### config.mk
export PLATFORM = sky130hd
export DESIGN_NAME = bennett_clock_monitor
export DESIGN_NICKNAME = d
export VERILOG_FILES = /design/src/rtl/bennett_clock_monitor.sv
export SDC_FILE = /design/constraint.sdc
export NUM_CORES = 1
export LEC_CHECK = 0
export CORE_MARGIN = 4
export CORE_UTILIZATION = 40
export CTS_BUF_LIST = sky130_fd_sc_hd__clkbuf_4
export DETAILED_ROUTE_END_ITERATION = 6
export DONT_BUFFER_PORTS = 1
export PLACE_DENSITY = 0.58
export SYNTH_ARGS = -nofsm -noshare
export SYNTH_HDL_FRONTEND = slang
export SYNTH_SLANG_ARGS = --single-unit
### constraint.sdc
create_clock -name clk -period 4.9 [get_ports clk]
set_input_delay 1.225 -clock clk [delete_from_list [all_inputs] [get_ports clk]]
set_output_delay 1.225 -clock clk [all_outputs]
set_load 0.01 [all_outputs]
### src/rtl/bennett_clock_monitor.sv
// Decodes and checks the Bennett clock generator's phase rails (clkp/clkn).
// Latency: 2 clk from a rail change to the registered outputs (input register + output register).
// Backpressure: none; a passive monitor that accepts one rail sample on every clk.
//
// Ports:
//   clk, reset        posedge clock, synchronous active-high reset
//   clkp, clkn        WIDTH-bit phase rails from the generator
//   phase_idx         decoded ramp level k (0..WIDTH), holds its last legal value
//   rising, falling   ramp direction (state RISE / FALL)
//   cycle_done        1-clk pulse when a full ramp returns to k=0
//   cycle_count       completed ramps, wraps silently
//   err_complement    sticky: clkn was not the bitwise inverse of clkp
//   err_order         sticky: non-thermometer pattern or illegal step
//   err_timeout       sticky: level stalled for more than TIMEOUT samples while ramping
module bennett_clock_monitor #(
    parameter int WIDTH   = 13,
    parameter int TIMEOUT = 64,
    parameter int CNT_W   = 16,
    localparam int KW     = $clog2(WIDTH + 1)
) (
    input  logic             clk,
    input  logic             reset,
    input  logic [WIDTH-1:0] clkp,
    input  logic [WIDTH-1:0] clkn,
    output logic [KW-1:0]    phase_idx,
    output logic             rising,
    output logic             falling,
    output logic             cycle_done,
    output logic [CNT_W-1:0] cycle_count,
    output logic             err_complement,
    output logic             err_order,
    output logic             err_timeout
);

    localparam int SW = $clog2(TIMEOUT + 1);

    typedef enum logic [2:0] {
        SYNC  = 3'd0,
        IDLE  = 3'd1,
        RISE  = 3'd2,
        FALL  = 3'd3,
        ERROR = 3'd4
    } state_t;

    state_t           state, state_nxt;
    logic [WIDTH-1:0] s_p, s_n;
    // s_vld masks the reset-cleared s_p/s_n, which would otherwise look like
    // a complement fault and a drained bus on the first edge after reset.
    logic             s_vld;
    logic [SW-1:0]    stall, stall_nxt;

    logic [KW-1:0]    idx_nxt;
    logic             rise_nxt, fall_nxt, done_nxt;
    logic [CNT_W-1:0] cnt_nxt;
    logic             ec_nxt, eo_nxt, et_nxt;

    // Decode of the registered sample
    logic [WIDTH:0]   sp_inc;
    logic             therm;
    logic [KW-1:0]    k;
    logic             k_same, k_up, k_dn;

    // A thermometer code plus one is a power of two, so it shares no set bit
    // with the original (all-ones carries out of the WIDTH bits entirely).
    assign sp_inc = {1'b0, s_p} + {{WIDTH{1'b0}}, 1'b1};
    assign therm  = (sp_inc[WIDTH-1:0] & s_p) == '0;

    always_comb begin
        k = '0;
        for (int i = 0; i < WIDTH; i++) begin
            k = k + KW'(s_p[i]);
        end
    end

    // phase_idx doubles as the previous legal level
    assign k_same = therm && (k == phase_idx);
    assign k_up   = therm && (k == phase_idx + KW'(1));
    assign k_dn   = therm && (phase_idx != '0) && (k == phase_idx - KW'(1));

    always_comb begin
        state_nxt = state;
        stall_nxt = stall;
        idx_nxt   = phase_idx;
        done_nxt  = 1'b0;
        cnt_nxt   = cycle_count;
        eo_nxt    = err_order;
        et_nxt    = err_timeout;
        ec_nxt    = err_complement | (s_vld && (s_n != ~s_p));

        if (s_vld) begin
            case (state)
                SYNC: begin
                    if (therm) idx_nxt = k;
                    if (s_p == '0) state_nxt = IDLE;
                end
                IDLE: begin
                    stall_nxt = '0;
                    if (!therm || k > KW'(1)) begin
                        state_nxt = ERROR;
                        eo_nxt    = 1'b1;
                    end else begin
                        idx_nxt = k;
                        if (k == KW'(1)) state_nxt = RISE;
                    end
                end
                RISE: begin
                    if (k_same) begin
                        if (stall == SW'(TIMEOUT)) begin
                            state_nxt = ERROR;
                            et_nxt    = 1'b1;
                        end else begin
                            stall_nxt = stall + SW'(1);
                        end
                    end else if (k_up) begin
                        idx_nxt   = k;
                        stall_nxt = '0;
                        if (k == KW'(WIDTH)) state_nxt = FALL;
                    end else begin
                        state_nxt = ERROR;
                        eo_nxt    = 1'b1;
                    end
                end
                FALL: begin
                    if (k_same) begin
                        if (stall == SW'(TIMEOUT)) begin
                            state_nxt = ERROR;
                            et_nxt    = 1'b1;
                        end else begin
                            stall_nxt = stall + SW'(1);
                        end
                    end else if (k_dn) begin
                        idx_nxt   = k;
                        stall_nxt = '0;
                        if (k == '0) begin
                            state_nxt = IDLE;
                            done_nxt  = 1'b1;
                            cnt_nxt   = cycle_count + CNT_W'(1);
                        end
                    end else begin
                        state_nxt = ERROR;
                        eo_nxt    = 1'b1;
                    end
                end
                default: ;  // ERROR: absorbing, only the sticky flags move
            endcase
        end

        // Direction outputs freeze on entry to ERROR
        if (state_nxt == ERROR) begin
            rise_nxt = rising;
            fall_nxt = falling;
        end else begin
            rise_nxt = (state_nxt == RISE);
            fall_nxt = (state_nxt == FALL);
        end
    end

    always_ff @(posedge clk) begin
        if (reset) begin
            s_p            <= '0;
            s_n            <= '0;
            s_vld          <= 1'b0;
            state          <= SYNC;
            stall          <= '0;
            phase_idx      <= '0;
            rising         <= 1'b0;
            falling        <= 1'b0;
            cycle_done     <= 1'b0;
            cycle_count    <= '0;
            err_complement <= 1'b0;
            err_order      <= 1'b0;
            err_timeout    <= 1'b0;
        end else begin
            s_p            <= clkp;
            s_n            <= clkn;
            s_vld          <= 1'b1;
            state          <= state_nxt;
            stall          <= stall_nxt;
            phase_idx      <= idx_nxt;
            rising         <= rise_nxt;
            falling        <= fall_nxt;
            cycle_done     <= done_nxt;
            cycle_count    <= cnt_nxt;
            err_complement <= ec_nxt;
            err_order      <= eo_nxt;
            err_timeout    <= et_nxt;
        end
    end

endmodule
=== After elaboration in Yosys (flattened, before gate mapping) ===
Index checks and enable logic that the tools add are counted.

* Bits in registers: 63
* Output and inout port bits: 26
* Logic and storage cells: 116

* $add $sub $neg: 17
* $lt $le $gt $ge: 1
* Equality and inequality tests: 24
* Multiplexer cells: 33
* Bitwise operators: 7
* Reductions and logical operators: 21

{| class="wikitable"
|+ Operators by type and width
! operator !! count
|-
| adder 4 x 1 -> 4 bit || 9
|-
| 2-to-1 mux 7 bit || 5
|-
| 2-to-1 mux 3 bit || 11
|-
| zero test 13 bit || 2
|-
| 2-to-1 mux 4 bit || 6
|-
| one-hot mux 7 bit (3 select lines) || 1
|-
| != test 2 bit (second input constant) || 9
|-
| adder 16 x 1 -> 16 bit (second input constant) || 1
|-
| one-hot mux 4 bit (4 select lines) || 1
|-
| adder 13 x 1 -> 13 bit (second input constant) || 1
|-
| bitwise AND 13 bit || 1
|-
| != test 13 bit || 1
|-
| inverter 13 bit || 1
|-
| == test 3 x 2 -> 1 bit (second input constant) || 4
|-
| == test 4 bit || 3
|-
| one-hot mux 3 bit (4 select lines) || 1
|-
| AND reduction 4 bit || 2
|-
| AND reduction 8 bit || 1
|-
| nonzero test 4 bit || 2
|-
| adder 7 x 1 -> 7 bit (second input constant) || 1
|-
| == test 7 bit (second input constant) || 1
|-
| 2-to-1 mux 1 bit || 7
|-
| AND reduction 7 bit || 1
|-
| != test 3 bit (second input constant) || 2
|-
| other kinds (22) || 29
|}

=== Longest topological paths before layout ===
Gate-level depths: netlist (run 1).

* Depth after elaboration: 19
* Mapped depth: 18
* Mapped depth without buffers: 18

=== Least setup slack after synthesis (run 1) ===
No wires, ideal clock.

* Path type: register -> register
* Start: reg s_p[0]
* End: reg phase_idx[2]
* Setup time: 128 ps
* Data arrival time: 5143 ps
* Slack: -370 ps
* Stages on the path, launching flop included: 18
* Path buffers: 0
* Path through: dfxtp_1 > inv_1 > fa_1 > inv_1 > fa_1 > inv_1 > fa_1 > fa_1 > fa_1 > fa_1 > xnor2_2 > mux2i_1 > mux2i_1 > nor4b_4 > o21ai_1 > a211oi_4 > mux2i_1 > nor2_1

* Longest elaborated chain between the ends: 16

{| class="wikitable"
|+ RTL lines
! what !! RTL line !! source
|-
| from (decl) || 46 || <nowiki>logic [WIDTH-1:0] s_p, s_n;</nowiki>
|-
| from (signal assigned) || 174 || <nowiki>s_p <= clkp;</nowiki>
|-
| adder 1 x 1 -> 2 bit || 71 || <nowiki>k = k + KW'(s_p[i]);</nowiki>
|-
| adder 2 x 1 -> 3 bit || 71 ||
|-
| adder 3 x 1 -> 4 bit || 71 ||
|-
| adder 4 x 1 -> 4 bit (9 in a row) || 71 ||
|-
| > comparator 4 x 1 -> 1 bit (tied with other cells) || 98 || <nowiki>if (!therm || k > KW'(1)) begin</nowiki>
|-
| logical OR 1 bit (tied with other cells) || 98 ||
|-
| != test 2 bit (no line) || - ||
|-
| AND reduction 8 bit (no line) || - ||
|-
| to (signal assigned) || 179 || <nowiki>phase_idx <= idx_nxt;</nowiki>
|-
| to (decl) || 25 || <nowiki>output logic [KW-1:0] phase_idx,</nowiki>
|}

Several ways; a longest one is shown, not always the timed one. The select of a mux whose other input is x is not followed.
A chain may end at the register's enable or synchronous reset.

=== Final worst setup path (run 1) ===
* Start: reg s_p[1]
* End: reg rising

* Longest elaborated chain between the ends: 19

{| class="wikitable"
|+ RTL lines
! what !! RTL line !! source
|-
| adder 1 x 1 -> 2 bit || 71 ||
|-
| adder 2 x 1 -> 3 bit || 71 ||
|-
| adder 3 x 1 -> 4 bit || 71 ||
|-
| adder 4 x 1 -> 4 bit (9 in a row) || 71 ||
|-
| == test 4 bit (tied with other cells) || 117 || <nowiki>if (k == KW'(WIDTH)) state_nxt = FALL;</nowiki>
|-
| 2-to-1 mux 3 bit (tied with other cells) || 117 ||
|-
| 2-to-1 mux 3 bit, on equally long branches || 114, 131 ||
|-
| 2-to-1 mux 3 bit, on equally long branches || 107, 124 ||
|-
| one-hot mux 3 bit (4 select lines) * || 91 || <nowiki>case (state)</nowiki>
|-
| 2-to-1 mux 3 bit * || 90 || <nowiki>if (s_vld) begin</nowiki>
|-
| == test 3 x 2 -> 1 bit / == test 3 bit (equally long branches) || 153, 149 ||
|-
| to (signal assigned) || 180 || <nowiki>rising <= rise_nxt;</nowiki>
|-
| to (decl) || 26 || <nowiki>output logic rising,</nowiki>
|}

Mark *: on every way between the ends. The rest lies on a longest branch, timed or not.

==> impl_metrics.env, run 1 <==
export IMPL_start_kind="register"
export IMPL_dieArea_um2=10300
export IMPL_vias_per_cell=5.36
export IMPL_hold_slack_ns=0.470
export IMPL_hpwl_um=5790
export IMPL_syn_avg_cell_area_um2=9.32
export IMPL_core_um2=8340
export IMPL_hold_viol=0
export IMPL_placementRows=33
export IMPL_cp_cell_sequence="inv_2 > fa_1 > inv_2 > fa_1 > inv_1 > fa_1 > fa_1 > fa_2 > fa_2 > xnor2_1 > or3_4 > a21o_1 > or4_4 > o311ai_4 > o31ai_4 > and2_1 > o21a_1"
export IMPL_crit_slowest_cell="fa_2"
export IMPL_synth_top_cells_by_count="dfxtp_1 (63), inv_1 (33), nor2_1 (29)"
export IMPL_synthSimpleGateAreaFrac=0.277
export IMPL_synth_compound_area_share=0.121
export IMPL_synth_top_area_frac=0.362
export IMPL_max_cap_violations=0
export IMPL_synth_nets=421
export IMPL_drt_total_wl_um=8540
export IMPL_clkTransAtPathRegs_ns=0.11
export IMPL_tns_ns=-4.06
export IMPL_synth_top_family_by_area="simple AND/OR/NAND/NOR gates"
export IMPL_die_h_um=101
export IMPL_yosysWarnings=0
export IMPL_grt_remaining_overflow=0
export IMPL_hp_class="reg2reg"
export IMPL_dr_pass1_iters=4
export IMPL_status="complete, but fails checks"
export IMPL_synth_mux_area_frac=0.0144
export IMPL_timing_rr_end="rising$_SDFFE_PP0P_"
export IMPL_ys_seq_area_frac=0.362
export IMPL_ant_nets=0
export IMPL_clock_root_buffer="clkbuf_4"
export IMPL_syn2layout_area_growth_pct=28.7
export IMPL_n_antenna_cell=0
export IMPL_antenna_found_initial=0
export IMPL_worst_path_buf_inv=3
export IMPL_fillCellCount=728
export IMPL_critical_path_most_common_cell="fa_1"
export IMPL_synth_most_common_cell="dfxtp_1"
export IMPL_r2r_slack_ns=-0.27
export IMPL_synthAdderAreaFrac=0.0855
export IMPL_period_share=1.06
export IMPL_synth_area_um2=3480
export IMPL_gp_congestion=0.864
export IMPL_path_depth=17
export IMPL_synthArstFlopShare=0
export IMPL_synth_edff_count=0
export IMPL_vias=2841
export IMPL_r2r_cells=17
export IMPL_numCtsBuffers=9
export IMPL_clock_sinks=63
export IMPL_synth_cell_types=64
export IMPL_ioPinCount=54
export IMPL_max_slew_margin=0.394
export IMPL_slowest_delay_ns=0.60
export IMPL_crit_fanout=5
export IMPL_cts_tree="built"
export IMPL_tightestPinTransition_ns=0.907
export IMPL_io_buffer_count=0
export IMPL_skew_ns=0.0152
export IMPL_worst_ep_required_time_ns=5.23
export IMPL_fin_util=0.538
export IMPL_p_leak_nw=1.85
export IMPL_min_period_ns=5.17
export IMPL_crit_start="s_p[1]$_SDFF_PP0_"
export IMPL_hold_buffers=0
export IMPL_drt_iter0_drc=135
export IMPL_violations="setup timing"
export IMPL_endpoint="rising$_SDFFE_PP0P_"
export IMPL_syn_inst=374
export IMPL_synth_area_leaders="dfxtp_1 (36%), xnor2_1 (6.0%), nor2b_1 (5.0%), fa_1 (4.6%), ha_1 (3.9%)"
export IMPL_synth_top_cell_by_area="dfxtp_1"
export IMPL_timing_rr_start="s_p[1]$_SDFF_PP0_"
export IMPL_fin_ws_ns=-0.270
export IMPL_worstSetupPathType="reg2reg"
export IMPL_ys_ff_latch=63
export IMPL_max_freq_mhz=193
export IMPL_htreeDepth=3
export IMPL_cts_max_path_buffers=2
export IMPL_drc=0
export IMPL_critPathTopFamily="adder cells"
export IMPL_grt_pass1_wl_um=13900
export IMPL_grt_max_degree=59
export IMPL_grt_pass1_vias=2791
export IMPL_rsz0062_at_grt="yes"
export IMPL_critPathArrivalTime_ns=5.50
export IMPL_setup_worst_path_end_class="register"
export IMPL_yosys_area_share_xor_xnor=0.0941
export IMPL_die_width_um=101
export IMPL_insertion_delay_ns=0.42
export IMPL_drive_above_1_share=0.292
export IMPL_setup_viol=30
export IMPL_slew_viol_final=0
export IMPL_layout_nets=467
export IMPL_grt_usage=0.173
export IMPL_synth_flop_cell="dfxtp_1"
export IMPL_power_density_nw_per_um2=343
export IMPL_ir_worst_vdd_mv=0.159
export IMPL_initial_core_util=0.418
export IMPL_wl_per_cell_um=16.1
==> worst register-to-register path, delay by kind of cell (launching register included) <==
family	cells	cell delay, ns
xor+xnor	1	0.09
flops	1	0.36
buf+inv	3	0.13
compound gates	4	0.57
fa+ha+maj	6	2.92
simple gates	3	1.00
==> timing repair <==
action,in CTS,in global routing
cloned,1,0
buffers inserted,6,7
pin swaps,8,34
resized for setup,29,42
endpoints found under the setup margin,32,34
==> worst min path at each step <==
stage                     depth (start not counted)                   from                     to
after floorplan                                   2  stall[6]$_SDFFE_PP0P_  stall[6]$_SDFFE_PP0P_
after global placement                            2  stall[6]$_SDFFE_PP0P_  stall[6]$_SDFFE_PP0P_
after detailed placement                          2  stall[6]$_SDFFE_PP0P_  stall[6]$_SDFFE_PP0P_
after CTS                                         2  stall[6]$_SDFFE_PP0P_  stall[6]$_SDFFE_PP0P_
after global routing                              2  stall[6]$_SDFFE_PP0P_  stall[6]$_SDFFE_PP0P_
final                                             2  stall[6]$_SDFFE_PP0P_  stall[6]$_SDFFE_PP0P_
==> cells in the final DEF (no fill, tap or decap), types with 4 or more instances in the layout <==
cell type and count:
buf_6 15, or3_1 6, nand2_1 15, dfxtp_1 58
and4_1 4, nand4_1 10, nand3_1 8, ha_1 11
inv_2 4, a21oi_1 10, buf_4 24, clkbuf_4 10
nor4_4 6, fa_1 6, nor4_1 5, nor3_4 5
dfxtp_2 5, xor2_1 8, nor2b_1 28, nor2_1 28
and2_1 4, mux2i_1 4, inv_1 29, and3_1 7
xnor2_1 22, o21ai_0 4
==> state kept, by name, indices dropped and copies added, names as in the netlist, 3 cells and up <==
signal	count
cycle_count	16
s_n	13
s_p	13
stall	7
phase_idx	4
state	3
==> metal layers <==
layer / vias to the layer above / global-route usage / wire, um / part of all wire
met2: 83 / 0.264 / 4090 / 0.48
met5: - / 0 / 0 / 0
met1: 1352 / 0.228 / 3760 / 0.44
met3: 13 / 0.0640 / 551 / 0.064
li1: 1393 / - / - / -
met4: 0 / 0.0521 / 139 / 0.016
==> power by group <==
part           switching [W]  internal, W
clock network       0.000203     0.000211
registers          0.0000191     0.000528
logic               0.000274     0.000305
==> layout make-up <==
cell class,instances,area [um2],share of cell area
clock inverter,6,85.1,0.0190
multi-input combinational,271,2390,0.534
clock buffer,10,75.1,0.0167
tap,105,131,0.0293
sequential,63,1270,0.283
timing repair buffer,42,409,0.0912
inverter,33,124,0.0276
==> cell families after synthesis <==
logic type | after synthesis
AO/OA/AOI/OAI | 54
XOR/XNOR | 35
adder cells (fa/ha/maj) | 19
buffers and inverters | 41
flip-flops | 63
multiplexers | 5
AND/OR/NAND/NOR | 157
==> per-stage QoR <==
stage	std cells	power (W)	area [um2]	setup slack, ns
after floorplan	374	0.000861	3510	-0.219
after global placement	500	0.00102	3830	-0.242
after global routing	530	0.00162	4490	-0.472
final	530	0.00154	4490	-0.270
after detailed placement	500	0.00102	3830	-0.300
after CTS	523	0.00149	4240	-0.216
(Power assumes the default switching activity.)
==> run 2: changes to the inputs <==
--- a/config.mk
+++ b/config.mk
@@ -5,12 +5,15 @@
 export SDC_FILE = /design/constraint.sdc
 export NUM_CORES = 1
 export LEC_CHECK = 0
-export CORE_MARGIN = 4
+export CELL_PAD_IN_SITES_DETAIL_PLACEMENT = 1
+export CELL_PAD_IN_SITES_GLOBAL_PLACEMENT = 1
+export CORE_MARGIN = 5
 export CORE_UTILIZATION = 40
 export CTS_BUF_LIST = sky130_fd_sc_hd__clkbuf_4
 export DETAILED_ROUTE_END_ITERATION = 6
 export DONT_BUFFER_PORTS = 1
-export PLACE_DENSITY = 0.58
+export PLACE_DENSITY = 0.72
+export SKIP_LAST_GASP = 1
 export SYNTH_ARGS = -nofsm -noshare
 export SYNTH_HDL_FRONTEND = slang
 export SYNTH_SLANG_ARGS = --single-unit
==> impl_metrics.env, run 2 (same netlist as run 1, synthesis figures left out) <==
export IMPL_status="complete, but fails checks"
export IMPL_violations="setup timing"
export IMPL_crit_slowest_cell="fa_1"
export IMPL_drt_iter0_drc=144
export IMPL_dr_pass1_iters=4
export IMPL_pwr_share_clk=0.233
export IMPL_layout_common_cells="dfxtp_1 (59), buf_4 (38), inv_1 (30)"
export IMPL_clock_sinks=63
export IMPL_cts_tree="built"
export IMPL_die_h_um=103
export IMPL_gp_congestion=0.833
export IMPL_period_share=1.06
export IMPL_post_dp_cell_area_um2=3870
export IMPL_use_met3=0.0456
export IMPL_hold_viol=0
export IMPL_vias=2903
export IMPL_dieArea_um2=10700
export IMPL_regMostFlops="cycle_count"
export IMPL_clkTransAtPathRegs_ns=0.11
export IMPL_placementRows=34
export IMPL_p_leak_nw=1.81
export IMPL_start_kind="register"
export IMPL_reg_top3="cycle_count x16, s_n x13, s_p x13"
export IMPL_largest_reg_flops=16
export IMPL_max_slew_margin=0.379
export IMPL_skew_ns=0.0116
export IMPL_ioPinCount=54
export IMPL_antenna_found_initial=0
export IMPL_grt_pass1_vias=3167
export IMPL_hpwl_um=6840
export IMPL_finalPower_w=0.00152
export IMPL_clock_root_buffer="clkbuf_4"
export IMPL_wl_per_cell_um=17.7
export IMPL_final_area_um2=4380
export IMPL_ant_nets=0
export IMPL_slowest_delay_ns=0.53
export IMPL_cts_max_path_buffers=2
export IMPL_die_width_um=103
export IMPL_fin_ws_ns=-0.285
export IMPL_drive_above_1_share=0.288
export IMPL_intPower_w=0.00101
export IMPL_worst_ep_required_time_ns=5.21
export IMPL_slew_viol_final=0
export IMPL_p_sw_w=0.000501
export IMPL_worstSetupPathType="reg2reg"
export IMPL_setup_worst_path_end_class="register"
export IMPL_vias_per_cell=5.40
export IMPL_tightestPinTransition_ns=0.929
export IMPL_p_sw_frac=0.331
export IMPL_power_density_nw_per_um2=346
export IMPL_busiest_layer="met2"
export IMPL_layout_nets=472
export IMPL_grt_usage=0.186
export IMPL_htreeDepth=3
export IMPL_drc=0
export IMPL_grt_max_degree=59
export IMPL_min_period_ns=5.18
export IMPL_crit_fanout=5
export IMPL_grt_remaining_overflow=0
export IMPL_insertion_delay_ns=0.41
export IMPL_worst_path_buf_inv=3
export IMPL_critPathTopFamily="adder cells"
export IMPL_final_common_cell="dfxtp_1"
export IMPL_hp_class="reg2reg"
export IMPL_numCtsBuffers=9
export IMPL_max_freq_mhz=193
export IMPL_use_met1=0.234
export IMPL_max_cap_violations=0
export IMPL_finalNonFillerCells=538
export IMPL_rsz0062_at_grt="yes"
export IMPL_core_um2=8590
export IMPL_combinationalPowerShare=0.406
export IMPL_io_buffer_count=0
export IMPL_hold_slack_ns=0.519
export IMPL_initial_core_util=0.406
export IMPL_sequentialPowerShare=0.361
export IMPL_cp_cell_sequence="inv_2 > fa_1 > inv_1 > fa_1 > inv_2 > fa_1 > fa_1 > fa_2 > fa_2 > xnor3_1 > or3_4 > a21o_1 > or4_4 > o311ai_4 > o31ai_4 > and2_1 > o21a_1"
export IMPL_drt_total_wl_um=9540
export IMPL_grt_util_met2=0.314
export IMPL_n_antenna_cell=0
export IMPL_critPathArrivalTime_ns=5.49
export IMPL_hold_buffers=0
export IMPL_grt_pass1_wl_um=15500
export IMPL_setup_viol=31
export IMPL_syn2layout_area_growth_pct=25.6
export IMPL_critical_path_most_common_cell="fa_1"
export IMPL_dp_cells=508
export IMPL_ir_worst_vdd_mv=0.157
run 2: cell types whose count changed in the layout (fill, tap and decap cells not counted), sizes merged:
cell,change
clkbuf,-1
bufinv,-1
nand4,-1
clkinv,+2
buf,+6
run 2: per-layer routing:
layer	vias to the layer above	part of all wire	wire length [um]
met4	0	0.015	140
met3	14	0.038	365
met2	53	0.50	4780
met1	1430	0.45	4260
li1	1406	-	-
met5	-	0	0
run 2: layout make-up:
| type | instances | area, um2 |
|---|---|---|
| Clock buffer | 9 | 67.6 |
| Sequential cell | 63 | 1270 |
| Multi-Input combinational cell | 270 | 2310 |
| Fill cell | 1000 | 4220 |
| Clock inverter | 7 | 63.8 |
| Inverter | 33 | 124 |
| Timing Repair Buffer | 48 | 407 |
| Tap cell | 108 | 135 |
run 2: final timing paths:
kind	from	to	slack, ns	depth (start not counted)
max	s_p[0]$_SDFF_PP0_	rising$_SDFFE_PP0P_	-0.28	17
min	stall[1]$_SDFFE_PP0P_	stall[1]$_SDFFE_PP0P_	0.52	2
max reg2reg	s_p[0]$_SDFF_PP0_	rising$_SDFFE_PP0P_	-0.28	17
min reg2reg	stall[1]$_SDFFE_PP0P_	stall[1]$_SDFFE_PP0P_	0.52	2
run 2: power groups by stage:
stage,registers [W],logic (W),clock network [W]
floorplan,0.000554,0.000308,0
global placement,0.000558,0.000480,0
detailed placement,0.000559,0.000498,0
CTS,0.000547,0.000577,0.000365
global route,0.000550,0.000665,0.000386
finish,0.000547,0.000616,0.000353
run 2: stage by stage:
stage | setup WS [ns] | utilization | TNS [ns]
2_1_floorplan | -0.219 | - | -3.98
3_3_place_gp | -0.318 | 0.450 | -6.49
3_5_place_dp | -0.480 | 0.450 | -10.55
4_1_cts | -0.264 | 0.490 | -5.21
5_1_grt | -0.430 | 0.509 | -10.91
6_report | -0.285 | 0.509 | -5.43
run 2: worst reg2reg max path, cell delays in order (launching register included):
cell	delay, ns
dfxtp_2	0.35
inv_2	0.05
fa_1	0.53
inv_1	0.06
fa_1	0.52
inv_2	0.04
fa_1	0.50
fa_1	0.44
fa_2	0.37
fa_2	0.40
xnor3_1	0.24
or3_4	0.39
a21o_1	0.22
or4_4	0.46
o311ai_4	0.10
o31ai_4	0.11
and2_1	0.17
o21a_1	0.16
run 2: timing repair:
item                                   4_1_cts  5_1_grt
endpoints found under the hold margin        0        0
buffers inserted                             7        7
pin swaps                                   16       18
cloned                                       0        0
resized for setup                           28       24
setup endpoints to repair                   34       34
